### src/rtl/count_wrap_monitor_pkg.sv
// Shared encodings and widths for the count wrap monitor and its event FIFO.
package count_mon_pkg;

    localparam int COUNT_W = 4;

    typedef enum logic {
        EVT_WRAP = 1'b0,
        EVT_ERR  = 1'b1
    } evt_type_e;

    // Event record layout: {type, epoch, count}.
    function automatic int rec_w(input int epoch_w);
        return epoch_w + COUNT_W + 1;
    endfunction

endpackage

### src/rtl/count_wrap_monitor_if.sv
// Valid/ready event stream carrying {type, epoch, count} records out of the monitor.
interface count_wrap_monitor_if
    import count_mon_pkg::*;
#(
    parameter int EPOCH_W = 8
) ();

    logic                        evt_valid;
    logic                        evt_ready;
    logic [rec_w(EPOCH_W)-1:0]   evt_data;

    modport master (output evt_valid, output evt_data, input  evt_ready);
    modport slave  (input  evt_valid, input  evt_data, output evt_ready);

endinterface

### src/rtl/count_evt_fifo.sv
// Small synchronous FIFO with valid/ready read side; a push while full is accepted only with a same-cycle pop.
module count_evt_fifo #(
    parameter int WIDTH = 13,
    parameter int DEPTH = 4
) (
    input  logic                     clk,
    input  logic                     rst,
    input  logic                     push,
    input  logic [WIDTH-1:0]         push_data,
    output logic                     full,
    output logic [$clog2(DEPTH):0]   level,
    output logic                     rd_valid,
    input  logic                     rd_ready,
    output logic [WIDTH-1:0]         rd_data
);

    localparam int AW = $clog2(DEPTH);

    logic [WIDTH-1:0] mem [DEPTH];
    logic [AW-1:0]    wr_ptr;
    logic [AW-1:0]    rd_ptr;
    logic             pop;
    logic             wr;

    assign rd_valid = (level != '0);
    assign full     = (level == (AW+1)'(DEPTH));
    assign pop      = rd_valid && rd_ready;
    assign wr       = push && (!full || pop);
    assign rd_data  = rd_valid ? mem[rd_ptr] : '0;

    // NOTE: sequential state uses non-blocking assignments so every register samples pre-edge values.
    always_ff @(posedge clk or posedge rst) begin
        if (rst) begin
            wr_ptr <= '0;
            rd_ptr <= '0;
            level  <= '0;
        end else begin
            if (wr)  wr_ptr <= wr_ptr + 1'b1;
            if (pop) rd_ptr <= rd_ptr + 1'b1;
            case ({wr, pop})
                2'b10:   level <= level + 1'b1;
                2'b01:   level <= level - 1'b1;
                default: level <= level;
            endcase
        end
    end

    // NOTE: storage is not reset; rd_data is gated by rd_valid so stale entries never reach the output.
    always_ff @(posedge clk) begin
        if (wr) mem[wr_ptr] <= push_data;
    end

endmodule

### src/rtl/count_wrap_monitor.sv
// Watches a 4-bit down counter, counts 0->15 wraps into an epoch and queues wrap/error records.
module count_wrap_monitor
    import count_mon_pkg::*;
#(
    parameter int EPOCH_W    = 8,
    parameter int FIFO_DEPTH = 4
) (
    input  logic                            clk,
    input  logic                            rst,
    input  logic                            en,
    input  logic [COUNT_W-1:0]              count,
    input  logic                            clr_flags,
    output logic                            wrap_pulse,
    output logic                            err_pulse,
    output logic [EPOCH_W-1:0]              epoch,
    output logic                            epoch_ovf,
    output logic                            drop_flag,
    output logic [$clog2(FIFO_DEPTH):0]     fifo_level,
    count_wrap_monitor_if.master            evt
);

    localparam int REC_W = rec_w(EPOCH_W);

    logic [COUNT_W-1:0] prev_cnt;
    logic [COUNT_W-1:0] expected;
    logic               prev_vld;
    logic               check_en;
    logic               is_wrap;
    logic               is_err;
    logic               push;
    logic               pop;
    logic               full;
    logic               drop_set;
    logic               ovf_set;
    logic [EPOCH_W-1:0] epoch_next;
    evt_type_e          evt_type;
    logic [REC_W-1:0]   rec;

    // A down counter steps to prev-1; 0->15 is that same legal step and marks a wrap.
    assign expected   = prev_cnt - 1'b1;
    assign check_en   = en && prev_vld;
    assign is_err     = check_en && (count != expected);
    assign is_wrap    = check_en && (prev_cnt == '0) && (count == '1);
    assign epoch_next = is_wrap ? epoch + 1'b1 : epoch;
    assign evt_type   = is_err ? EVT_ERR : EVT_WRAP;
    assign rec        = {evt_type, epoch_next, count};
    assign push       = is_wrap || is_err;
    assign pop        = evt.evt_valid && evt.evt_ready;
    assign drop_set   = push && full && !pop;
    assign ovf_set    = is_wrap && (epoch == '1);

    always_ff @(posedge clk or posedge rst) begin
        if (rst) begin
            prev_cnt   <= '0;
            prev_vld   <= 1'b0;
            epoch      <= '0;
            epoch_ovf  <= 1'b0;
            drop_flag  <= 1'b0;
            wrap_pulse <= 1'b0;
            err_pulse  <= 1'b0;
        end else begin
            if (en) prev_cnt <= count;
            prev_vld   <= en;
            epoch      <= epoch_next;
            wrap_pulse <= is_wrap;
            err_pulse  <= is_err;
            // Setting outranks a simultaneous clear so no event is ever lost from the flags.
            if (ovf_set)        epoch_ovf <= 1'b1;
            else if (clr_flags) epoch_ovf <= 1'b0;
            if (drop_set)       drop_flag <= 1'b1;
            else if (clr_flags) drop_flag <= 1'b0;
        end
    end

    count_evt_fifo #(
        .WIDTH (REC_W),
        .DEPTH (FIFO_DEPTH)
    ) u_fifo (
        .clk       (clk),
        .rst       (rst),
        .push      (push),
        .push_data (rec),
        .full      (full),
        .level     (fifo_level),
        .rd_valid  (evt.evt_valid),
        .rd_ready  (evt.evt_ready),
        .rd_data   (evt.evt_data)
    );

endmodule

### src/flat_wrapper.sv
// flat-port wrapper written by rule: the top's interface ports become plain ports
module count_wrap_monitor_flat import count_mon_pkg::*;
#(
    parameter int EPOCH_W    = 8,
    parameter int FIFO_DEPTH = 4
)
  (clk, rst, en, count, clr_flags, wrap_pulse, err_pulse, epoch, epoch_ovf, drop_flag, fifo_level, evt_evt_valid, evt_evt_data, evt_evt_ready);
  count_wrap_monitor_if #(.EPOCH_W(EPOCH_W)) evt_i ();
  input  logic clk;
  input  logic rst;
  input  logic en;
  input  logic [COUNT_W-1:0] count;
  input  logic clr_flags;
  output logic wrap_pulse;
  output logic err_pulse;
  output logic [EPOCH_W-1:0] epoch;
  output logic epoch_ovf;
  output logic drop_flag;
  output logic [$clog2(FIFO_DEPTH):0] fifo_level;
  output wire logic [$bits(evt_i.evt_valid)-1:0] evt_evt_valid;
  output wire logic [$bits(evt_i.evt_data)-1:0] evt_evt_data;
  input wire logic [$bits(evt_i.evt_ready)-1:0] evt_evt_ready;
  assign evt_evt_valid = evt_i.evt_valid;
  assign evt_evt_data = evt_i.evt_data;
  assign evt_i.evt_ready = evt_evt_ready;
  count_wrap_monitor #(.EPOCH_W(EPOCH_W), .FIFO_DEPTH(FIFO_DEPTH)) u_core (.clk(clk), .rst(rst), .en(en), .count(count), .clr_flags(clr_flags), .wrap_pulse(wrap_pulse), .err_pulse(err_pulse), .epoch(epoch), .epoch_ovf(epoch_ovf), .drop_flag(drop_flag), .fifo_level(fifo_level), .evt(evt_i));
endmodule
### config.mk
export PLATFORM = sky130hd
export DESIGN_NAME = count_wrap_monitor_flat
export DESIGN_NICKNAME = d
export VERILOG_FILES = /design/src/rtl/count_wrap_monitor_pkg.sv /design/src/rtl/count_wrap_monitor_if.sv /design/src/rtl/count_evt_fifo.sv /design/src/rtl/count_wrap_monitor.sv /design/src/flat_wrapper.sv
export SDC_FILE = /design/constraint.sdc
export NUM_CORES = 1
export LEC_CHECK = 0
export ABC_AREA = 1
export CAP_MARGIN = 20
export CORE_MARGIN = 2
export CORE_UTILIZATION = 35
export DETAILED_ROUTE_END_ITERATION = 6
export PLACE_DENSITY_LB_ADDON = 0.05
export SLEW_MARGIN = 20
export SYNTH_ARGS = -nofsm -noshare
export SYNTH_HDL_FRONTEND = slang
export SYNTH_SLANG_ARGS = --single-unit
### constraint.sdc
create_clock -name clk -period 2.95 [get_ports clk]
set_input_delay 0.7375 -clock clk [delete_from_list [all_inputs] [get_ports clk]]
set_output_delay 0.7375 -clock clk [all_outputs]
set_load 0.01 [all_outputs]
==> impl_metrics.py, run 1 <==
metrics = {
    "timing": {
        "slew_viol_final": 0,
        "layout_setup_ws_ns": 0.200,
        "setup_viol": 0,
        "fin_crit_sh_pct": 93.2,
        "final.setup_skew_ns": 0.00970,
        "rsz0062_at_grt": "false",
        "relSlewSlack_pct": 60.9,
        "hold_viol": 0,
        "min_period_ns": 2.75,
        "worst_slew_pin_slew_ns": 0.586,
        "fin_setup_tns_ns": 0,
        "clock.fmax_mhz": 364,
    },
    "critical_path": {
        "crit_arrival_ns": 2.01,
        "crit_chain": "nor2_1 > nand2_1 > inv_1 > buf_4 > a21oi_1 > clkdlybuf4s50_1",
        "critPathMaxFanout": 14,
        "slowest_stage": "clkdlybuf4s50_1",
        "rr_worst_depth": 10,
        "start_kind": "flip-flop",
        "worstPathRequired_ns": 2.21,
        "max_stage_delay_ns": 0.57,
        "worstSetupPathType": "flip-flop to output port",
        "cp-end-kind": "output port",
    },
    "synthesis": {
        "synth_flop_cell": "edfxtp_1",
        "synth-seq-area-share_pct": 64.5,
        "ys_types": 33,
        "synth-edff-count": 52,
        "ys_ff_latch": 76,
        "synth.area.mux_share_pct": 0,
        "synth_fa_ha_area_share_pct": 3.21,
        "yosysTopAreaCellShare_pct": 46.6,
        "syn-cell-area_mm2": 0.00335,
        "synth-xor-area-share_pct": 3.14,
        "synth_cells": 306,
        "yosysWarnings": 0,
        "syn_avg_cell_area_um2": 11.0,
        "async_reset_ff_share_pct": 31.6,
        "synth_compound_area_share_pct": 6.91,
        "synth-simple-area-share_pct": 17.5,
        "synth.area.top_cells": "edfxtp_1 (47%), dfrtp_1 (18%), nor2_1 (6.9%)",
        "synth_top_family_by_area": "simple AND/OR/NAND/NOR gates",
        "synth_fp_nets": 323,
        "yosys.area.top_type": "edfxtp_1",
    },
    "place": {
        "detailed_place_hpwl_um": 4590,
        "port_buffers": 37,
        "place_congestion": 0.783,
        "dp_slack_ns": 0.0611,
    },
    "pwr": {
        "ir_drop_v": 0.000325,
        "seq_power_share_pct": 36.2,
        "p_leak_nw": 1.73,
        "p_clk_share_pct": 26.4,
        "intPower_w": 0.00245,
        "p_switching_w": 0.00123,
        "combPwrFrac_pct": 37.4,
        "totalPowerFinal_w": 0.00368,
        "power-per-cell-area_mw_per_mm2": 865,
        "switching_share_pct": 33.4,
    },
    "clock_tree": {
        "cts_tree": "done",
        "clk_pin_slew_worst_paths_ns": 0.09,
        "cts_made_buffers": 9,
        "hold_buffers": 0,
        "clock-sinks": 76,
        "clk_latency_ns": 0.35,
        "root_buffer": "clkbuf_8",
        "clock_tree.buffer_depth": 2,
        "cts_post_setup_buffers_inserted": 0,
        "h-tree-depth": 3,
    },
    "floorplan": {
        "io_pins": 38,
        "die_y_um": 102,
        "start_util_pct": 36.1,
        "die_w_um": 102,
        "num_rows": 35,
        "core_area_mm2": 0.00928,
        "dieArea_mm2": 0.0104,
    },
    "status": {
        "status": "finished clean",
    },
    "finish": {
        "final_cell_mix": "nor2_1 (62), edfxtp_1 (52), clkdlybuf4s50_1 (37), nand2_1 (32), o21ai_0 (28)",
        "fill_cells": 900,
        "drive_above_1_share_pct": 14.2,
        "syn_to_final_growth_pct": 27.1,
        "antennaDiodeCount": 0,
        "nNetsFinal": 378,
        "mostFrequentLayoutCell": "nor2_1",
    },
    "grt": {
        "antenna_found_initial": 0,
        "grt_pass1_wl_um": 11600,
        "grt.overflow.total": 0,
        "grt_pass1_vias": 2234,
        "track_usage_pct": 15.4,
        "grt_max_degree": 27,
    },
    "drt": {
        "vias_per_cell": 4.50,
        "detail-route-antenna-nets": 0,
        "wl_um": 7120,
        "drtPass1Iterations": 4,
        "wl_per_cell_um": 14.4,
        "drcViolationCount": 0,
        "vias": 2226,
        "drt_iter0_markers": 71,
    },
    "min_path": {
        "hold_class": "flip-flop to flip-flop",
        "holdPathStages": 2,
    },
    "job": {
        "drv_cap": 0,
    },
}
[metal layers]
layer / vias to the layer above / part of all wire [%] / GRT usage, %
met3: 12 / 3.9 / 3.15
met2: 41 / 46 / 24.6
li1: 1129 / - / -
met4: 0 / 1.8 / 6.15
met1: 1044 / 48 / 20.8
met5: - / 0 / 0
[sequential cells by signal, indices dropped and copies added (netlist names), 2 cells and up]
register and cells:
u_core.u_fifo.mem 52, u_core.prev_cnt 4, u_core.u_fifo.rd_ptr 2, u_core.u_fifo.level 3, u_core.epoch 8, u_core.u_fifo.wr_ptr 2
[power groups by stage]
stage	logic (W)	registers [W]	clock network (W)
5_1_grt	0.00155	0.00135	0.00104
3_3_place_gp	0.00140	0.00136	0
2_1_floorplan	0.000761	0.00136	0
3_5_place_dp	0.00140	0.00136	0
6_report	0.00138	0.00133	0.000974
4_1_cts	0.00141	0.00133	0.000997
[cells in the mapped netlist, types with 3 or more instances]
cell	number
nand2_2	6
nand4_1	4
inv_2	3
o21ai_0	28
ha_1	7
nand3_1	7
buf_2	3
xnor2_1	5
clkbuf_1	4
o21ai_1	3
nor2_1	62
inv_1	26
edfxtp_1	52
nand2_1	32
dfrtp_1	24
a21oi_1	14
xor2_1	7
[stage by stage]
stage	instances	util, %	cell area, um2	hold WS [ns]
final	495	45.9	4260	0.523
after floorplan	306	-	3350	0.518
after global routing	495	45.9	4260	0.559
after global placement	479	43.2	4010	0.508
after detailed placement	479	43.2	4010	0.517
after CTS	495	45.9	4260	0.529
[worst max-delay path, delay by kind of cell (launching register included)]
family	cells	cell delay, ns
buf+inv	3	0.81
flops	1	0.44
compound gates	1	0.21
simple gates	2	0.18
[final timing paths]
kind | startpoint | endpoint | slack (ns)
worst min-delay path | u_core.epoch_ovf | u_core.epoch_ovf | 0.52
min in group asynchronous | rst | u_core.epoch_ovf | 0.74
max in group asynchronous | rst | u_core.u_fifo.rd_ptr[0] | 1.95
worst min register to register | u_core.epoch_ovf | u_core.epoch_ovf | 0.52
worst max-delay path | u_core.u_fifo.level[0] | evt_evt_data[3] | 0.20
worst max register to register | u_core.prev_cnt[0] | u_core.u_fifo.mem[2][2] | 0.76
[what timing repair did]
item / CTS / global route
endpoints found under the setup margin: 0 / 1
gates resized for setup: 0 / 1
endpoints found under the hold margin: 0 / 0
[kinds of logic (layout without fill, tap and decap cells)]
family	count (synthesis)	after routing
AOI/OAI and AO/OA	46	46
xor gates and xnor gates	12	12
adders and majority gates	8	8
buffers and inverters	40	100
DFF	76	76
and+or+nand+nor	124	124
[area by class of cell]
type | count | area [um2] | area share (%)
well taps | 129 | 161 | 3.79
repair buffers | 53 | 541 | 12.7
flip-flops and latches | 76 | 2160 | 50.7
clock buffers | 9 | 124 | 2.91
inverters | 31 | 120 | 2.82
clock inverters | 7 | 123 | 2.88
multi-input cells | 190 | 1030 | 24.2
(Power assumes the default switching activity.)
==> inputs of run 2 (changes only) <==
- GPL_TIMING_DRIVEN: unset -> 0
- SYNTH_HIERARCHICAL: unset -> 1
==> impl_metrics.py, run 2 <==
metrics = {
    "job": {
        "drv_cap": 0,
    },
    "critical_path": {
        "max_stage_delay_ns": 0.47,
        "path_buf_inv": 4,
        "ff2ff_setup_slack_ns": 0.33,
        "critical_path_depth": 9,
        "cp-end-kind": "flip-flop",
        "worstPathRequired_ns": 2.93,
        "worstSetupPathType": "primary input to flip-flop",
        "rr_endpoint": "u_core/u_fifo/level[2]",
        "crit_arrival_ns": 2.71,
        "rr_worst_depth": 18,
        "start_kind": "primary input",
        "crit_chain": "clkdlybuf4s50_1 > buf_4 > nand2_1 > inv_1 > nand3_2 > nand2_1 > nand2_4 > buf_4 > nor2_4",
        "slowest_stage": "clkdlybuf4s50_1",
        "critPathMaxFanout": 13,
        "cp_top_family": "simple AND/OR/NAND/NOR gates",
        "worstSetupStartpoint": "en",
        "crit_end": "u_core/u_fifo/mem[1][3]",
        "r2r_start": "u_core/prev_cnt[0]",
    },
    "clock_tree": {
        "cts_tree": "done",
        "h-tree-depth": 3,
        "cts_made_buffers": 9,
        "hold_buffers": 0,
        "clk_latency_ns": 0.34,
        "clock-sinks": 76,
        "clock_tree.buffer_depth": 2,
        "root_buffer": "clkbuf_8",
        "clk_pin_slew_worst_paths_ns": 0.08,
    },
    "finish": {
        "antennaDiodeCount": 0,
        "top_regs": "u_core/u_fifo/mem (52), u_core/epoch (8), u_core/prev_cnt (4)",
        "mostFrequentLayoutCell": "nand2_1",
        "final_cell_mix": "nand2_1 (110), inv_1 (83), edfxtp_1 (52), nand3_1 (34), clkdlybuf4s50_1 (33)",
        "fin_util_pct": 44.0,
        "multi_input_area_mm2": 0.00114,
        "fin_cells": 575,
        "syn_to_final_growth_pct": 22.3,
        "drive_above_1_share_pct": 13.0,
        "largest_reg_flops": 52,
        "top_register": "u_core/u_fifo/mem",
        "fill_cells": 1008,
        "nNetsFinal": 452,
        "seqCellArea_mm2": 0.00216,
    },
    "synthesis": {
        "ys_ff_latch": 76,
        "synth_common_cells": "nand2_1 (110), inv_1 (83), edfxtp_1 (52), nand3_1 (34), dfrtp_1 (24)",
        "synth.area.top_cells": "edfxtp_1 (42%), dfrtp_1 (16%), nand2_1 (11%)",
        "synth_flop_cell": "edfxtp_1",
        "synth_cells": 385,
        "yosysWarnings": 6,
        "yosys.area.top_type": "edfxtp_1",
        "yosysTopAreaCellShare_pct": 42.2,
        "synth-seq-area-share_pct": 58.5,
        "synth_fp_nets": 403,
        "syn_avg_cell_area_um2": 9.60,
        "synth.most_common_cell": "nand2_1",
        "synth-edff-count": 52,
        "ys_types": 29,
        "syn-cell-area_mm2": 0.00370,
        "async_reset_ff_share_pct": 31.6,
    },
    "floorplan": {
        "dieArea_mm2": 0.0114,
        "core_area_mm2": 0.0103,
        "io_pins": 38,
        "die_y_um": 107,
        "die_w_um": 107,
        "num_rows": 37,
        "start_util_pct": 36.0,
    },
    "timing": {
        "slew_viol_final": 0,
        "fin_crit_sh_pct": 92.7,
        "setup_viol": 0,
        "min_period_ns": 2.73,
        "clock.fmax_mhz": 366,
        "relSlewSlack_pct": 56.3,
        "final.setup_skew_ns": 0.0121,
        "hold_viol": 0,
        "worst_slew_pin_slew_ns": 0.654,
        "rsz0062_at_grt": "false",
    },
    "drt": {
        "drcViolationCount": 0,
        "drt_iter0_markers": 127,
        "wl_um": 8030,
        "detail-route-antenna-nets": 0,
        "wl_per_cell_um": 14.0,
        "vias_per_cell": 4.37,
        "vias": 2510,
        "drtPass1Iterations": 4,
    },
    "place": {
        "detailed_place_hpwl_um": 5370,
        "port_buffers": 37,
        "placed_cells": 558,
        "place_congestion": 0.776,
    },
    "grt": {
        "grt_pass1_wl_um": 12700,
        "grt_pass1_vias": 2356,
        "grt_max_degree": 18,
        "antenna_found_initial": 0,
        "track_usage_pct": 15.1,
        "grt.overflow.total": 0,
    },
    "pwr": {
        "combPwrFrac_pct": 40.6,
        "intPower_w": 0.00253,
        "p_switching_w": 0.00133,
        "ir_drop_v": 0.000360,
        "p_leak_nw": 2.12,
        "totalPowerFinal_w": 0.00386,
        "p_clk_share_pct": 24.6,
        "power-per-cell-area_mw_per_mm2": 854,
        "switching_share_pct": 34.4,
        "seq_power_share_pct": 34.8,
    },
    "min_path": {
        "hold_class": "flip-flop to flip-flop",
        "min_from": "u_core/epoch_ovf",
    },
    "status": {
        "status": "finished clean",
    },
}
[run 2: worst reg2reg max path, stage by stage, from the launching register on]
cell and delay [ns]:
dfrtp_1 0.40, inv_1 0.14, ha_1 0.26, nand2_1 0.07, inv_1 0.04, nor2_1 0.08, nand2_1 0.06, nor2_1 0.10
nand2_1 0.06, nand2_1 0.07, nand2_1 0.19, nand2_4 0.12, ha_1 0.16, inv_1 0.06, fa_1 0.38, nand2_1 0.12
nand3_1 0.09, nand2_1 0.06, nand2_1 0.04
[run 2: metrics by stage]
| stage | hold WS, ns | setup slack (ns) | setup TNS [ns] | instance area (um2) |
|---|---|---|---|---|
| 3_5_place_dp | 0.466 | -0.462 | -22.73 | 4250 |
| 4_1_cts | 0.496 | -0.0482 | -1.09 | 4490 |
| 6_report | 0.495 | 0.216 | 0 | 4520 |
| 2_1_floorplan | 0.491 | 0.569 | 0 | 3700 |
| 5_1_grt | 0.510 | 0.103 | 0 | 4520 |
| 3_3_place_gp | 0.472 | -0.829 | -42.21 | 4240 |
[run 2: layout make-up]
cell class,count,share of cell area (%)
Sequential cell,76,47.8
Multi-Input combinational cell,212,25.1
Timing Repair Buffer,38,8.50
Inverter,87,7.28
Tap cell,136,3.76
Clock buffer,10,2.82
Clock inverter,6,2.49
Buffer,10,2.19
[run 2: worst min path at each step]
stage          depth (start not counted)                       to  slack [ns]
6_report                               2         u_core/epoch_ovf        0.49
3_5_place_dp                           2         u_core/drop_flag        0.47
2_1_floorplan                          2  u_core/u_fifo/wr_ptr[1]        0.49
5_1_grt                                2         u_core/drop_flag        0.51
3_3_place_gp                           2         u_core/epoch_ovf        0.47
4_1_cts                                2         u_core/drop_flag        0.50
[run 2: what timing repair did]
action / CTS / global route
resized for setup: 2 / 6
endpoints found under the setup margin: 52 / 41
pin swaps: 0 / 1
setup buffers: 0 / 1
cloned: 0 / 0
[run 2: cell families (layout without fill, tap and decap cells)]
family	count (synthesis)	in the layout	share of synthesized area [%]
AO/OA/AOI/OAI	20	20	3.79
XOR/XNOR	7	7	1.66
adder cells (fa/ha/maj)	9	9	3.25
buffers and inverters	97	151	11.6
flip-flops	76	76	58.5
AND/OR/NAND/NOR	176	176	21.2
[run 2: layer usage]
layer | up-vias | global-route usage [%] | routed length [um]
li1 | 1291 | - | -
met1 | 1166 | 21.0 | 4010
met2 | 44 | 23.4 | 3630
met3 | 9 | 3.10 | 286
met4 | 0 | 5.57 | 106
met5 | - | 0 | 0
[run 2: power by group through the flow]
stage	Combinational [W]	Clock [W]	Sequential (W)
6_report	0.00157	0.000948	0.00134
5_1_grt	0.00172	0.00103	0.00136
4_1_cts	0.00159	0.000968	0.00134
3_5_place_dp	0.00158	0	0.00137
3_3_place_gp	0.00155	0	0.00137
2_1_floorplan	0.000930	0	0.00136
==> inputs of run 3 (changes only) <==
- CORE_ASPECT_RATIO: unset -> 1.75
- clock period: 2.95 -> 3.3 ns (I/O delays scaled with it)
==> impl_metrics.py, run 3 (same netlist as run 2, synthesis figures left out) <==
metrics = {
    "status": {
        "status": "finished clean",
    },
    "critical_path": {
        "critPathMaxFanout": 13,
        "ff2ff_setup_slack_ns": 0.71,
        "rr_worst_depth": 18,
        "slowest_stage": "nor2_2",
        "rr_endpoint": "u_core/u_fifo/level[2]",
        "cp-end-kind": "flip-flop",
        "critical_path_depth": 7,
        "cp_top_family": "simple AND/OR/NAND/NOR gates",
        "start_kind": "primary input",
        "worstSetupPathType": "primary input to flip-flop",
        "crit_top_cell": "nor2_2",
        "max_stage_delay_ns": 0.66,
        "r2r_start": "u_core/prev_cnt[0]",
        "crit_arrival_ns": 2.98,
        "crit_chain": "clkdlybuf4s50_1 > inv_1 > nor2_2 > nand3_2 > nand2_1 > nand2_4 > nor2_2",
        "path_buf_inv": 2,
        "worstPathRequired_ns": 3.25,
    },
    "timing": {
        "final.setup_skew_ns": 0.00647,
        "rsz0062_at_grt": "false",
        "setup_viol": 0,
        "hold_viol": 0,
        "fin_crit_sh_pct": 92.0,
        "worst_slew_pin_slew_ns": 0.854,
        "holdWs_ns": 0.486,
        "slew_viol_final": 0,
        "min_period_ns": 3.04,
        "clock.fmax_mhz": 329,
        "relSlewSlack_pct": 43.0,
        "layout_setup_ws_ns": 0.265,
    },
    "floorplan": {
        "die_w_um": 81.7,
        "core_area_mm2": 0.0103,
        "die_y_um": 140,
        "io_pins": 38,
        "dieArea_mm2": 0.0114,
        "num_rows": 49,
        "start_util_pct": 35.9,
    },
    "pwr": {
        "totalPowerFinal_w": 0.00356,
        "power-per-cell-area_mw_per_mm2": 779,
        "p_leak_nw": 2.12,
        "ir_drop_v": 0.000401,
    },
    "clock_tree": {
        "cts-resized-gates": 0,
        "clk_latency_ns": 0.33,
        "clk_pin_slew_worst_paths_ns": 0.06,
        "cts_tree": "done",
        "clock_tree.buffer_depth": 2,
        "root_buffer": "clkbuf_16",
        "h-tree-depth": 3,
        "clock-sinks": 76,
        "cts_made_buffers": 9,
        "cts_post_setup_buffers_inserted": 0,
        "hold_buffers": 0,
    },
    "grt": {
        "grt_pass1_wl_um": 13000,
        "antenna_found_initial": 0,
        "grt_max_degree": 18,
        "grt.overflow.total": 0,
        "grt_pass1_vias": 2414,
        "track_usage_pct": 15.7,
    },
    "min_path": {
        "holdPathEnd": "u_core/epoch_ovf",
        "holdPathStages": 2,
        "hold_class": "flip-flop to flip-flop",
        "min_from": "u_core/epoch_ovf",
    },
    "finish": {
        "fill_cells": 1007,
        "top_regs": "u_core/u_fifo/mem (52), u_core/epoch (8), u_core/prev_cnt (4)",
        "antennaDiodeCount": 0,
        "top_register": "u_core/u_fifo/mem",
        "syn_to_final_growth_pct": 23.5,
        "largest_reg_flops": 52,
        "finalInstanceArea_mm2": 0.00457,
        "nNetsFinal": 453,
        "final_cell_mix": "nand2_1 (110), inv_1 (83), edfxtp_1 (52), clkdlybuf4s50_1 (37), nand3_1 (34)",
        "mostFrequentLayoutCell": "nand2_1",
        "drive_above_1_share_pct": 13.0,
    },
    "drt": {
        "drcViolationCount": 0,
        "vias_per_cell": 4.45,
        "detail-route-antenna-nets": 0,
        "wl_per_cell_um": 14.1,
        "drt_iter0_markers": 171,
        "vias": 2525,
        "wl_um": 8000,
        "drtPass1Iterations": 4,
    },
    "place": {
        "place_congestion": 0.739,
        "place_area_mm2": 0.00427,
        "detailed_place_hpwl_um": 5580,
        "dp_slack_ns": -0.113,
        "port_buffers": 37,
    },
    "job": {
        "drv_cap": 0,
    },
}
-- run 3: changes by cell type in the layout (fill, tap and decap cells not counted), moves of 3 or more --
cell,previous run,this run
bufinv_16,3,0
clkbuf_16,0,11
clkbuf_8,9,0
clkdlybuf4s50_1,33,37
dlymetal6s2s_1,3,0
nor2_2,4,8
nor2_4,4,0
-- run 3: worst register-to-register path, cell delays in order (launching register included) --
cell and delay, ns:
dfrtp_1 0.39, inv_1 0.14, ha_1 0.27, nand2_1 0.07
inv_1 0.04, nor2_1 0.07, nand2_1 0.05, nor2_1 0.10
nand2_1 0.06, nand2_1 0.08, nand2_1 0.14, nand2_4 0.16
ha_1 0.19, inv_1 0.07, fa_1 0.38, nand2_1 0.10
nand3_1 0.07, nand2_1 0.06, nand2_1 0.05
-- run 3: routing by layer --
metal,GRT usage (%),share of wire (%)
met1,18.8,40
met2,27.3,55
met3,3.22,2.7
met4,5.26,1.7
met5,0,0
-- run 3: report_power, final --
group | total, W | switching, W | internal, W
logic | 0.00140 | 0.000766 | 0.000633
clock network | 0.000954 | 0.000356 | 0.000598
registers | 0.00120 | 0.0000661 | 0.00114
total | 0.00356 | 0.00119 | 0.00237
-- run 3: final cells by class --
cell class / count / area (um2) / share of cell area, %
buffer: 10 / 98.8 / 2.16
clock buffer: 13 / 283 / 6.19
clock inverter: 3 / 17.5 / 0.384
inverter: 87 / 329 / 7.21
multi-input combinational: 212 / 1120 / 24.4
sequential: 76 / 2160 / 47.4
tap: 127 / 159 / 3.48
timing repair buffer: 39 / 400 / 8.77
-- run 3: through the flow --
| stage | cells | utilization, % | setup TNS, ns |
|---|---|---|---|
| after global placement | 549 | 41.0 | -26.86 |
| after global routing | 567 | 44.3 | 0 |
| final | 567 | 44.3 | 0 |
| after CTS | 567 | 44.3 | 0 |
| after floorplan | 385 | - | 0 |
| after detailed placement | 551 | 41.4 | -2.46 |
-- run 3: worst max path at each step --
stage / from / to
6_report: count[2] / u_core/u_fifo/mem[3][3]
5_1_grt: count[1] / u_core/u_fifo/level[2]
4_1_cts: count[2] / u_core/u_fifo/mem[3][3]
3_5_place_dp: count[2] / u_core/u_fifo/mem[3][8]
3_3_place_gp: count[2] / u_core/u_fifo/mem[0][8]
2_1_floorplan: en / u_core/u_fifo/mem[0][0]
